**config.mk**
```make
export PLATFORM = sky130hd
export DESIGN_NAME = alu_out_stage
export DESIGN_NICKNAME = d
export VERILOG_FILES = /design/src/rtl/alu_pkg.sv /design/src/rtl/mul_seq.sv /design/src/rtl/alu_out_stage.sv
export SDC_FILE = /design/constraint.sdc
export NUM_CORES = 1
export LEC_CHECK = 0
export ABC_AREA = 1
export CORE_ASPECT_RATIO = 0.9
export CORE_UTILIZATION = 50
export CTS_CLUSTER_SIZE = 10
export DETAILED_ROUTE_END_ITERATION = 6
export GPL_TIMING_DRIVEN = 0
export PLACE_DENSITY = 0.75
export REMOVE_ABC_BUFFERS = 1
export SKIP_LAST_GASP = 1
export SLEW_MARGIN = 20
export SYNTH_ARGS = -nofsm -noshare
export SYNTH_HDL_FRONTEND = slang
export SYNTH_SLANG_ARGS = --single-unit
```
**constraint.sdc**
```tcl
create_clock -name clk -period 3.1 [get_ports clk]
set_input_delay 0.31 -clock clk [delete_from_list [all_inputs] [get_ports clk]]
set_output_delay 0.31 -clock clk [all_outputs]
set_load 0.05 [all_outputs]
```
**src/rtl/alu_pkg.sv**
```systemverilog
// alu_pkg: function codes, multiply state encoding and default width for the execute result stage
package alu_pkg;
  localparam int DEF_WIDTH = 32;
  localparam logic [5:0] FN_ADD   = 6'd32;
  localparam logic [5:0] FN_SUB   = 6'd34;
  localparam logic [5:0] FN_AND   = 6'd36;
  localparam logic [5:0] FN_OR    = 6'd37;
  localparam logic [5:0] FN_SLT   = 6'd42;
  localparam logic [5:0] FN_SLL   = 6'd0;
  localparam logic [5:0] FN_MULTU = 6'd25;
  localparam logic [5:0] FN_MFHI  = 6'd16;
  localparam logic [5:0] FN_MFLO  = 6'd18;
  typedef enum logic [1:0] {MUL_IDLE, MUL_RUN, MUL_DONE} mul_state_t;
  // Codes whose result comes straight from the ALU core
  function automatic logic is_alu_fn(input logic [5:0] fn);
    return fn == FN_ADD || fn == FN_SUB || fn == FN_AND || fn == FN_OR || fn == FN_SLT;
  endfunction
endpackage

```
**src/rtl/mul_seq.sv**
```systemverilog
// mul_seq: shift-add sequential unsigned multiplier, one product bit per cycle
module mul_seq
  import alu_pkg::*;
#(
  parameter int WIDTH      = DEF_WIDTH,
  parameter int MUL_CYCLES = WIDTH
) (
  input  logic                 clk,
  input  logic                 reset,
  input  logic                 start,
  input  logic [WIDTH-1:0]     a,
  input  logic [WIDTH-1:0]     b,
  output logic                 busy,
  output logic                 done,
  output logic [2*WIDTH-1:0]   product
);
  localparam int CW = $clog2(MUL_CYCLES);
  localparam logic [CW-1:0] LAST = CW'(MUL_CYCLES - 1);
  mul_state_t state, state_n;
  logic [CW-1:0] cnt;
  logic [WIDTH-1:0] mcand;
  logic [2*WIDTH-1:0] prod;
  logic [WIDTH:0] sum;
  // State register
  always_ff @(posedge clk or negedge reset)
    if (!reset) state <= MUL_IDLE;
    else state <= state_n;
  // Next state; a start outside IDLE is ignored, and the add keeps its carry in bit WIDTH
  always_comb begin
    state_n = (state == MUL_IDLE && start) ? MUL_RUN :
              (state == MUL_RUN && cnt == LAST) ? MUL_DONE :
              (state == MUL_DONE) ? MUL_IDLE : state;
    sum = {1'b0, prod[2*WIDTH-1:WIDTH]} + {1'b0, {WIDTH{prod[0]}} & mcand};
  end
  // Operand latch on start, then shift the partial product right each iteration
  always_ff @(posedge clk or negedge reset)
    if (!reset) begin
      cnt   <= '0;
      mcand <= '0;
      prod  <= '0;
    end else if (state == MUL_IDLE && start) begin
      mcand <= a;
      prod  <= {{WIDTH{1'b0}}, b};
      cnt   <= '0;
    end else if (state == MUL_RUN) begin
      prod <= {sum, prod[WIDTH-1:1]};
      cnt  <= cnt + 1'b1;
    end
  assign busy    = state != MUL_IDLE;
  assign done    = state == MUL_DONE;
  assign product = prod;
endmodule

```
**src/rtl/alu_out_stage.sv**
```systemverilog
// alu_out_stage: registers the selected execute result and holds the HI/LO multiply result pair
module alu_out_stage
  import alu_pkg::*;
#(
  parameter int WIDTH      = DEF_WIDTH,
  parameter int MUL_CYCLES = WIDTH
) (
  input  logic             clk,
  input  logic             reset,
  input  logic [5:0]       Signal,
  input  logic [WIDTH-1:0] aluOut,
  input  logic [WIDTH-1:0] shiftOut,
  input  logic [WIDTH-1:0] dataA,
  input  logic [WIDTH-1:0] dataB,
  output logic [WIDTH-1:0] dataOut,
  output logic             busy
);
  logic [WIDTH-1:0] hi, lo, sel;
  logic done;
  logic [2*WIDTH-1:0] product;
  mul_seq #(.WIDTH(WIDTH), .MUL_CYCLES(MUL_CYCLES)) u_mul (
    .clk     (clk),
    .reset   (reset),
    .start   (Signal == FN_MULTU),
    .a       (dataA),
    .b       (dataB),
    .busy    (busy),
    .done    (done),
    .product (product)
  );
  // Result select; MULTU and unknown codes yield zero
  always_comb
    sel = is_alu_fn(Signal) ? aluOut :
          Signal == FN_SLL  ? shiftOut :
          Signal == FN_MFHI ? hi :
          Signal == FN_MFLO ? lo : '0;
  // Output register and HI/LO update; a read on the DONE edge still sees the old pair
  always_ff @(posedge clk or negedge reset)
    if (!reset) begin
      dataOut <= '0;
      hi      <= '0;
      lo      <= '0;
    end else begin
      dataOut <= sel;
      if (done) {hi, lo} <= product;
    end
endmodule

```
## Word level (Yosys, flattened, before mapping)

Index checks and enable logic that the tools add are counted.

| storage, ports and cells | value |
|---|---|
| register bits after elaboration | 199 |
| bits of input ports | 136 |
| output and inout bits | 33 |
| logic and storage cells | 43 |

| cells by class | value |
|---|---|
| add/subtract/negate cells | 2 |
| equality and inequality tests | 11 |
| mux-type cells | 11 |
| bitwise operators | 1 |
| reductions and logical operators | 11 |

Operator list:

| cell | number |
|---|---|
| $mux W32 | 4 |
| $mux W64 | 2 |
| $add A32 B32 Y33 | 1 |
| $and A32 B32 Y32 | 1 |
| $eq A6 B6 Y1 const B | 5 |
| $eq A6 B5 Y1 const B | 3 |
| $mux W5 | 2 |
| $logic_not A6 Y1 | 1 |
| $mux W2 | 3 |
| $add A5 B1 Y5 const B | 1 |
| $eq A5 B5 Y1 const B | 1 |
| $logic_or A1 B1 Y1 | 4 |
| $reduce_bool A2 Y1 | 2 |
| $reduce_bool A3 Y1 | 1 |
| $eq A2 B1 Y1 const B | 1 |
| $eq A2 B2 Y1 const B | 1 |
| $logic_and A1 B1 Y1 | 2 |
| $logic_not A2 Y1 | 1 |

## Depth between registers and ports, before layout

Gate-level depths: netlist (run 1).

| logic depth | value |
|---|---|
| word-level depth | 6 |
| gate-level depth with buffers | 16 |

## By module

A second synthesis (run 1) with hierarchy kept.

| unflattened totals | value |
|---|---|
| cell total of the unflattened synthesis | 1,426 |
| area total of the unflattened synthesis | 11,204.5 µm² |

Modules (own cells, without submodules):

| module | times used | cells an instance | area an instance (µm²) |
|---|---|---|---|
| mul_seq | 1 | 1,048 | 6,799.0 |
| alu_out_stage | 1 | 378 | 4,405.5 |

## Worst setup path after synthesis (run 1)

No wires, ideal clock.

| timing path | value |
|---|---|
| path type | reg-to-reg |
| start | register u_mul.prod[0], in the netlist u_mul.product[0] |
| end | register u_mul.prod[55], in the netlist u_mul.product[55] |
| library setup time | 0.118 ns |
| data arrival time | 1.975 ns |
| data required time | 2.982 ns |
| setup slack | 1.007 ns |
| cell stages (with the launch flop) | 16 |
| cell sequence | dfrtp_1 clkbuf_1 clkbuf_1 nand2_1 inv_1 fa_1 nand3_1 nand3_1 nand2_1 nand2_1 nand2_1 nand2_1 nand2_1 nand3_1 nand3_1 nand2_1 |

| between the ends | value |
|---|---|
| longest elaborated chain between the ends | 4 |

Ends and longest elaborated chain:

| element | RTL line | text |
|---|---|---|
| from (decl) | mul_seq.sv:22 | `logic [2*WIDTH-1:0] prod;` |
| from (signal assigned) | mul_seq.sv:43 | `prod <= {{WIDTH{1'b0}}, b};` |
| from (signal assigned) | mul_seq.sv:46 | `prod <= {sum, prod[WIDTH-1:1]};` |
| $and A32 B32 Y32 | mul_seq.sv:33 | `sum = {1'b0, prod[2*WIDTH-1:WIDTH]} + {1'b0, {WIDTH{prod[0]}} & mcand};` |
| $add A32 B32 Y33 | mul_seq.sv:33 |  |
| $mux W64 | mul_seq.sv:45 | `end else if (state == MUL_RUN) begin` |
| $mux W64 | mul_seq.sv:41 | `end else if (state == MUL_IDLE && start) begin` |

No other way between the ends. The select of a mux whose other input is x is not followed.
A chain may end at the register's enable or synchronous reset.

## Worst setup path in the final report (run 1)

| timing path | value |
|---|---|
| start | register u_mul.state[1] |
| end | register u_mul.cnt[1] |

| between the ends | value |
|---|---|
| longest elaborated chain between the ends | 3 |

Ends and longest elaborated chain:

| element | RTL line | text |
|---|---|---|
| from (decl) | mul_seq.sv:19 | `mul_state_t state, state_n;` |
| from (signal assigned) | mul_seq.sv:27 | `else state <= state_n;` |
| $logic_not A2 Y1 | mul_seq.sv:41 |  |
| $logic_and A1 B1 Y1 | mul_seq.sv:41 |  |
| $mux W5 or $reduce_bool A2 Y1 (tied branches) | - |  |
| to (signal assigned) | mul_seq.sv:47 | `cnt <= cnt + 1'b1;` |
| to (decl) | mul_seq.sv:20 | `logic [CW-1:0] cnt;` |

Several ways; a longest one is shown, not always the timed one.

==> results of run 1 <==
-- repair_timing --
action / CTS / global route
hold buffers: 1 / 0
endpoints found under the setup margin: 22 / 9
hold endpoints to repair: 32 / 0
gates resized for setup: 2 / 1
-- power by group --
group	leakage [µW]	internal (µW)	switching [µW]	total (µW)
combinational	0.00449	860	1290	2150
sequential	0.00250	3200	438	3640
clock	0.000292	1150	1100	2260
-- layer usage --
| layer | vias up | wire, µm |
|---|---|---|
| met2 | 228 | 13300 |
| li1 | 4857 | - |
| met5 | - | 0 |
| met3 | 41 | 1050 |
| met4 | 0 | 704 |
| met1 | 4413 | 12300 |
-- logic make-up after synthesis --
group / count (synthesis) / share of synthesized area (%)
compound gates: 222 / 12.2
buf+inv: 292 / 10.4
fa+ha+maj: 35 / 4.13
mux: 15 / 1.57
xor+xnor: 1 / 0.0812
simple gates: 693 / 25.4
flops: 199 / 46.1
-- worst paths after layout --
path                                   start           endpoint  depth (start not counted)
setup / recovery              u_mul.state[1]       u_mul.cnt[1]                          5
hold / removal                         reset             lo[22]                          2
setup reg to reg              u_mul.state[1]       u_mul.cnt[1]                          5
hold reg to reg            u_mul.product[31]  u_mul.product[31]                          2
max in group asynchronous              reset   u_mul.product[0]                          3
min in group clk                    dataA[5]     u_mul.mcand[5]                          3
-- sequential cells by signal, summed over array words and instances (netlist names) --
name / count
u_mul.product: 64
dataOut: 32
hi: 32
lo: 32
u_mul.mcand: 32
u_mul.cnt: 5
u_mul.state: 2
-- cell type report --
class                      instances  area (µm²)  area share [%]
timing repair buffer             179        1870            13.9
inverter                         239         900            6.70
clock buffer                      18         429            3.20
tap                              286         358            2.67
multi-input combinational        966        4730            35.2
clock inverter                    14         165            1.23
sequential                       199        4980            37.1
-- synth_stat cells (all sizes together), types with 15 or more instances --
cell type	number	area share, %
inv	239	8.3
nand3	75	3.5
o211ai	30	2.1
nand2	551	19
clkbuf	29	1.0
buf	24	1.1
nor2	52	1.9
ha	34	3.9
mux2	15	1.6
dfrtp	199	46
a22oi	32	2.2
a21oi	34	1.6
o21ai	113	5.2
-- metrics by stage --
stage	cell area, µm²	total power (µW)	hold slack [ns]
floorplan	10600	5000	0.0144
global placement	12600	5740	0.461
detailed placement	12800	5840	0.201
CTS	13400	8100	0.335
global route	13400	8560	0.347
finish	13400	8040	0.328
-- cells in the final DEF (no fill, tap or decap), types with 2 or more instances in the layout --
cell type and count:
buf_4 3, nand2_4 2, nand4_1 4, ha_1 34
and2_1 4, o21ai_0 100, dfrtp_1 198, a21oi_1 34
mux2_2 15, a22o_1 2, inv_2 2, o21bai_1 4
clkdlybuf4s50_1 167, nand3_1 75, buf_8 2, inv_1 236
inv_8 4, nor3_1 5, buf_12 2, buf_16 3
a22oi_1 32, nor2_1 50, nor2_4 2, clkinv_8 2
o21ai_1 13, clkinv_4 5, nand2_1 548, clkbuf_16 17
o22ai_1 4, o211ai_1 30
-- worst register-to-register path, stage by stage (launching register included) --
cell and delay, ns:
dfrtp_1 0.46, nor2_4 0.68, inv_4 0.49, nand2_2 0.55
inv_2 0.34, a22o_1 0.27
==> metrics.txt, run 1 <==
status=complete, no violations; drt initial violations=578; root buf cell=clkbuf_16; count of boundary I/O pins=169; Distinct cells, synth=32; Synth Cell Area=10,800 µm²; vias per std cell=5.02; worst rel slew slack=44.9%; Die Y=141 µm; leakage=0.00728 µW; number of synthesized flops with an enable pin=0; R2R Setup Slk=0.20 ns; ys async rst share=100%; vias=9,539; setup_tns=0 ns; Top delay family on crit path=simple AND/OR/NAND/NOR gates; filler instances=1,870; htree depth=4; hpwl dp=20,400 µm; port bufs=168; fin cells=1,901; pre-CTS setup slack=-0.418 ns; fmax=0.344 GHz; drt total wl=27,400 µm; Critical Path End Type=flop; Post-DRT Antenna Nets=0; post-CTS setup buffer count=0; layout cell share with drive strength beyond 1=4.27%; YS warnings=0; final slew viol count=0; Final Core Density=64.1%; Wirelength per Cell=14.4 µm; Worst-Margin Slew=0.824 ns; Peak VDD IR=0.342 mV; clk slew on worst S/H paths=0.08 ns; dpl cells=1,868; routing usage on met3=3.76%; full die area=22,200 µm²; gr busiest metal=met2; CP bufs+invs=2; met1 Use GR=33.1%; clk_lat worst skew=0.44 ns; Seq/Total Area, Yosys=46.1%; initial core utilization=51.5%; Clock Sinks=199; average cell area after synthesis=7.41 µm²; Layout area overhead=24.4%; RSZ-0062 raised after global routing=no; Critical-path top delay cell=nor2_4; max-cap violation count=0; vias in the first global route=9,164; minimum clock period=2.90 ns; initial antenna violation count=0; final worst-path cycle share=93.7%; FP Rows=50; Die Wd=157 µm; final setup violation count=0; clk buf depth=2; cts bufs inserted=17; Yosys reg bits=199; Clock Skew=0.0105 ns; crit-path max FO=73; Power Density=599 nW/µm²; gpl congestion=0.892; WS Path Type=reg2reg; n_diodes=0; DRT Pass-1 Iters=5; Post-Syn Instances=1,457; # DRC=0; Cell Chain, Critical Path=nor2_4, inv_4, nand2_2, inv_2, a22o_1; worst setup margin=0.196 ns; Synth Flop Type=dfrtp_1; first-pass GRT wire length=44,900 µm; final-report hold violation count=0; largest net degree at the start of global routing=92; Setup crit start kind=flop; CTS tree=done; largest stage delay on the critical path=0.68 ns; met2 Use GR=44.6%; Overflow after GRT=0; critical path required time=3.42 ns; Final nets=1,773; Tightest Hold Check Type=in2async; crit path DAT=3.22 ns; GRT Total Usage=25.8%; core area=21,000 µm²
No activity file was read; power rests on OpenSTA's default activity.
==> run 2, diff against run 1 <==
--- a/config.mk
+++ b/config.mk
@@ -7,11 +7,11 @@
 export LEC_CHECK = 0
 export ABC_AREA = 1
 export CORE_ASPECT_RATIO = 0.9
-export CORE_UTILIZATION = 50
+export CORE_UTILIZATION = 55
 export CTS_CLUSTER_SIZE = 10
 export DETAILED_ROUTE_END_ITERATION = 6
 export GPL_TIMING_DRIVEN = 0
-export PLACE_DENSITY = 0.75
+export PLACE_DENSITY = 0.81
 export REMOVE_ABC_BUFFERS = 1
 export SKIP_LAST_GASP = 1
 export SLEW_MARGIN = 20
==> metrics.txt, run 2 (synthesized netlist as in run 1, its figures left out) <==
status=complete, no violations; max reg flops=64 (unchanged); port bufs=168 (unchanged); FP Rows=48 (-4.0%); RSZ-0062 raised after global routing=no; Critical Path End Type=flop; leakage=0.00727 µW (-0.19%); count of boundary I/O pins=169 (unchanged); filler instances=1,679 (-10%); final worst-path cycle share=91.2% (-2.5 points); vias=9,696 (+1.6%); drt initial violations=567 (-1.9%); Power Density=599 nW/µm² (about the same); clk buf depth=2 (unchanged); placed cell area=12,800 µm² (-0.36%); root buf cell=clkbuf_16; crit-path max FO=73 (unchanged); final slew viol count=0 (unchanged); post-CTS setup buffer count=0 (unchanged); max-cap violation count=0 (unchanged); largest net degree at the start of global routing=88 (-4.3%); full die area=20,200 µm² (-9.0%); setup_tns=0 ns (unchanged); Design Area, Final=13,300 µm² (-0.59%); Worst-Margin Slew=0.809 ns (-0.0153 ns); minimum clock period=2.83 ns (-0.0763 ns); Setup crit start kind=flop; htree depth=4 (unchanged); critical path required time=3.43 ns (about the same); hpwl dp=20,800 µm (+1.8%); CTS tree=done; drt total wl=28,100 µm (+2.7%); Die Y=135 µm (-4.6%); DRT Pass-1 Iters=5 (unchanged); Post-DRT Antenna Nets=0 (unchanged); Tightest Hold Check Type=in2async; Clock Sinks=199 (unchanged); core area=19,200 µm² (-8.3%); n_diodes=0 (unchanged); Overflow after GRT=0 (unchanged); Layout area overhead=23.7%; WS Path Type=reg2reg; most frequent cells in the layout=nand2_1, inv_1, dfrtp_1, clkdlybuf4s50_1, o21ai_0; first-pass GRT wire length=45,500 µm (+1.2%); initial core utilization=56.2% (+4.7 points); Final Core Density=69.5% (+5.4 points); Die Wd=150 µm (-4.6%); Final nets=1,773 (unchanged); total power=7990 µW (-0.64%); fmax=0.354 GHz (+2.7%); # DRC=0 (unchanged); commonest non-fill, non-tap cell in the layout=nand2_1; initial antenna violation count=1 (+1); crit path DAT=3.15 ns (-0.07 ns); vias in the first global route=9,384 (+2.4%); Peak VDD IR=0.356 mV (+4.1%); gpl congestion=0.964 (+8.0%); final-report hold violation count=0 (unchanged); vias per std cell=5.20 (+3.6%); Clock Skew=0.0131 ns (+0.00261 ns); Wirelength per Cell=15.1 µm (+4.7%); worst rel slew slack=45.9% (+1.0 points); cts bufs inserted=17 (unchanged); final setup violation count=0 (unchanged); clk slew on worst S/H paths=0.08 ns (about the same); layout cell share with drive strength beyond 1=4.27% (unchanged); GRT Total Usage=28.9% (+3.0 points); clk_lat worst skew=0.44 ns (about the same)
==> run 2: area by class of cell <==
cell class                 count  area, µm²  share of cell area [%]
clock buffer                  18        429                    3.22
clock inverter                14        135                    1.01
inverter                     239        900                    6.74
multi-input combinational    966       4730                    35.4
sequential                   199       4980                    37.3
tap                          250        313                    2.34
timing repair buffer         179       1860                    14.0
==> run 2: routing by layer <==
layer | GRT usage, % | wire, µm | share of wire (%) | vias up
li1 | - | - | - | 4866
met1 | 36.7 | 12300 | 44 | 4546
met2 | 50.8 | 14100 | 50 | 248
met3 | 4.16 | 1200 | 4.3 | 34
met4 | 8.64 | 481 | 1.7 | 2
met5 | 0 | 12 | 0.043 | -
==> run 2: critical path: stages (launching register included) <==
cell       delay, ns
dfrtp_1         0.46
nor2_4          0.67
inv_4           0.49
nand2_2         0.51
inv_2           0.30
a2bb2oi_1       0.21
inv_1           0.05
==> run 2: final timing paths <==
path,from,end,slack [ns],cells past startpoint
min reg2reg,u_mul.mcand[5],u_mul.mcand[5],0.48,2
min in group clk,dataA[29],u_mul.mcand[29],0.40,3
max reg2reg,u_mul.state[1],u_mul.product[31],0.27,6
min,reset,dataOut[19],0.35,2
max in group asynchronous,reset,u_mul.product[0],1.64,4
max,u_mul.state[1],u_mul.product[31],0.27,6
==> run 2: per-stage QoR <==
stage / setup WS [ns] / hold slack [ns] / cells
after CTS: 0.126 / 0.369 / 1865
after detailed placement: -0.202 / 0.237 / 1832
after floorplan: 0.245 / 0.0144 / 1404
after global routing: 0.0506 / 0.381 / 1865
final: 0.272 / 0.352 / 1865
after global placement: -6.56 / 0.464 / 1822
==> run 2: what timing repair did <==
item,CTS,global route
hold buffers,1,0
resized for setup,1,1
endpoints found under the setup margin,3,15
endpoints found under the hold margin,47,0
==> run 2: report_power, final <==
part / switching [µW] / internal (µW)
clock: 1100 / 1070
sequential: 442 / 3200
combinational: 1310 / 861
==> RTL edit: new RTL, flow settings as in run 2 <==
The 3 states of `mul_state_t` get a one-hot encoding in 3 bits.
--- a/src/rtl/alu_pkg.sv
+++ b/src/rtl/alu_pkg.sv
@@ -10,7 +10,7 @@
   localparam logic [5:0] FN_MULTU = 6'd25;
   localparam logic [5:0] FN_MFHI  = 6'd16;
   localparam logic [5:0] FN_MFLO  = 6'd18;
-  typedef enum logic [1:0] {MUL_IDLE, MUL_RUN, MUL_DONE} mul_state_t;
+  typedef enum logic [2:0] {MUL_IDLE = 3'b001, MUL_RUN = 3'b010, MUL_DONE = 3'b100} mul_state_t;
   // Codes whose result comes straight from the ALU core
   function automatic logic is_alu_fn(input logic [5:0] fn);
     return fn == FN_ADD || fn == FN_SUB || fn == FN_AND || fn == FN_OR || fn == FN_SLT;
Formal check against the unedited RTL: no difference found for any inputs over 10 cycles, from zero or initial values and one cycle with reset low; not proved beyond that.
==> RTL edit against run 2 <==
- the run now ends with design-rule violations left
- fmax increased by 6.4%
- power is 17% lower
- die area is 0.85% lower
- worst hold slack got worse by 0.017 ns
- area after synthesis fell by 0.86%
- worst setup slack better by 0.17 ns
- routed wire length grew 4.0%
- sequential cell count up 1
- final area increased by 0.72%
- non-clock buffer count up 8
- largest cell class unchanged
==> RTL edit: results (changes against run 2) <==
| Metric | Value |
|---|---|
| CTS H-tree depth | `4 (unchanged)` |
| First-pass GRT wire length | `47270 microns (+4.0%)` |
| Status | `complete, but fails checks` |
| Worst EP arrival | `3.00 ns (-0.15 ns)` |
| Worst-path fanout max | `34 (-53%)` |
| Sequential fraction of the synthesis area | `46.79% (+0.64 points)` |
| Number of flip-flops in the largest register | `64 (unchanged)` |
| First-pass detailed-route iteration total | `7 (+2)` |
| Nets | `1809 (+2.0%)` |
| Critical Path Source | `u_mul.product[0]` |
| Fill cells | `1588 (-5.4%)` |
| Max IR drop VDD | `430.6 uV (+21%)` |
| R2r worst-path depth | `14 (+8)` |
| Initial antenna violation count | `0 (-1)` |
| Drt drc | `3 (+3)` |
| Commonest cells in the netlist | `nand2_1, dfrtp_1, inv_1` |
| Met2 routed WL | `13320 microns (-5.7%)` |
| Violated checks | `design-rule violations` |
| Critical R2R Capture | `u_mul.product[55]` |
| DP HPWL | `21150 microns (+1.7%)` |
| R2R Setup Slk | `0.44 ns (+0.17 ns)` |
| Setup WS pre-CTS | `0.1675 ns (+0.3698 ns)` |
| Clock latency on the worst-skew pair | `0.45 ns` |
| Longest Clk Path Bufs | `2 (unchanged)` |
| Layout cells sized above 1 | `3.998% (-0.27 points)` |
| Vias | `9992 (+3.1%)` |
| FF-to-FF Start | `u_mul.product[0]` |
| Setup Skew | `0.01462 ns (+0.001529 ns)` |
| Syn. warnings | `0 (unchanged)` |
| Slowest stage delay, CP | `0.63 ns (-0.04 ns)` |
| Leak | `7.340 nW (+1.0%)` |
| Critical path's slowest cell | `dfrtp_2` |
| Post-Route M1 WL | `13380 microns (+8.8%)` |
| Vias in the first global route | `9290 (-1.0%)` |
| Post-synth EDFFs | `0 (unchanged)` |
| Netlist cell types | `31 (-3.1%)` |
| Hold Crit Class | `in -> async` |
| Max-Cap Viols | `0 (unchanged)` |
| Top Metal Used | `met4` |
| Iteration-0 DRC Markers | `648 (+14%)` |
| DR WL met3 | `2164 microns (+80%)` |
| Top cells by area, synth | `dfrtp_1, nand2_1, inv_1, nand3_1, ha_1` |
| Worst-Margin Slew | `0.9766 ns (+0.1675 ns)` |
| DRT Wirelength | `29240 microns (+4.0%)` |
| Total track usage | `30.45% (+1.6 points)` |
| RePlAce Congestion | `0.8761 (-9.1%)` |
| Largest net degree at the start of global routing | `92 (+4.5%)` |
-- RTL edit: changes by cell type in the layout (fill, tap and decap cells not counted), sizes merged, moves of 2 or more --
cell    change
a22oi       +2
buf         +8
nand2     +156
o22ai       -2
clkinv      +6
inv        -74
nand3      +45
and2        -2
o21ai      -67
xnor2       +3
mux2       -15
o211ai     -30
nor3        +7
-- RTL edit: worst max path at each step --
stage / slack [ns] / end
after detailed placement: 0.17 / u_mul.product[55]
after global routing: 0.24 / u_mul.product[55]
after global placement: -6.51 / u_mul.mcand[5]
after CTS: 0.14 / u_mul.product[55]
after floorplan: -0.14 / hi[10]
final: 0.44 / u_mul.product[55]
-- RTL edit: area by class of cell --
cell class	count	area (sq um)	share of cell area, %
Tap cell	250	312.8	2.327
Multi-Input combinational cell	1062	4841	36.01
Sequential cell	200	5007	37.25
Inverter	170	640.6	4.765
Timing Repair Buffer	187	2018	15.01
Clock inverter	14	185.2	1.377
Clock buffer	18	439.2	3.267
-- RTL edit: worst register-to-register path, stage by stage, from the launching register on --
cell	delay, ns
dfrtp_2	0.63
nand2_1	0.15
inv_1	0.05
ha_1	0.24
fa_1	0.46
nand3_1	0.11
nand3_1	0.18
nand2_1	0.12
nand2_1	0.08
nand2_1	0.07
nand2_1	0.12
nand2_1	0.11
nand3_1	0.07
nand3_1	0.11
nand2_1	0.06
-- RTL edit: what timing repair did --
item	CTS	global route
hold buffers	1	0
gates resized for setup	0	0
hold endpoints to repair	44	0
-- RTL edit: power by group --
group	internal [mW]	total [mW]	leakage, nW	switching (mW)
registers	2.84	3.11	2.61	0.265
logic	0.484	1.22	4.43	0.732
clock network	1.12	2.29	0.299	1.18
total	4.44	6.62	7.34	2.17
-- RTL edit: layer usage --
metal	track usage [%]	up-vias
met5	0	-
met4	7.426	0
met3	5.000	31
met2	47.67	368
met1	44.12	4649
li1	-	4944
-- RTL edit: logic make-up after synthesis --
group                    Yosys count  share of synthesized area (%)
AND/OR/NAND/NOR                  899                          33.58
buffers and inverters            224                          8.326
flip-flops                       200                          46.79
AO/OA/AOI/OAI                    125                          6.900
adder cells (fa/ha/maj)           35                          4.163
XOR/XNOR                           3                         0.2456
-- RTL edit: stage by stage --
| step | hold WS, ns | std cells | cell area, sq um | TNS [ns] |
|---|---|---|---|---|
| global placement | 0.4534 | 1850 | 12440 | -1525.97 |
| CTS | 0.3480 | 1901 | 13440 | 0 |
| floorplan | 0.01441 | 1432 | 10450 | -5.235 |
| detailed placement | 0.2200 | 1868 | 12810 | 0 |
| finish | 0.3355 | 1901 | 13440 | 0 |
| global route | 0.3508 | 1901 | 13440 | 0 |
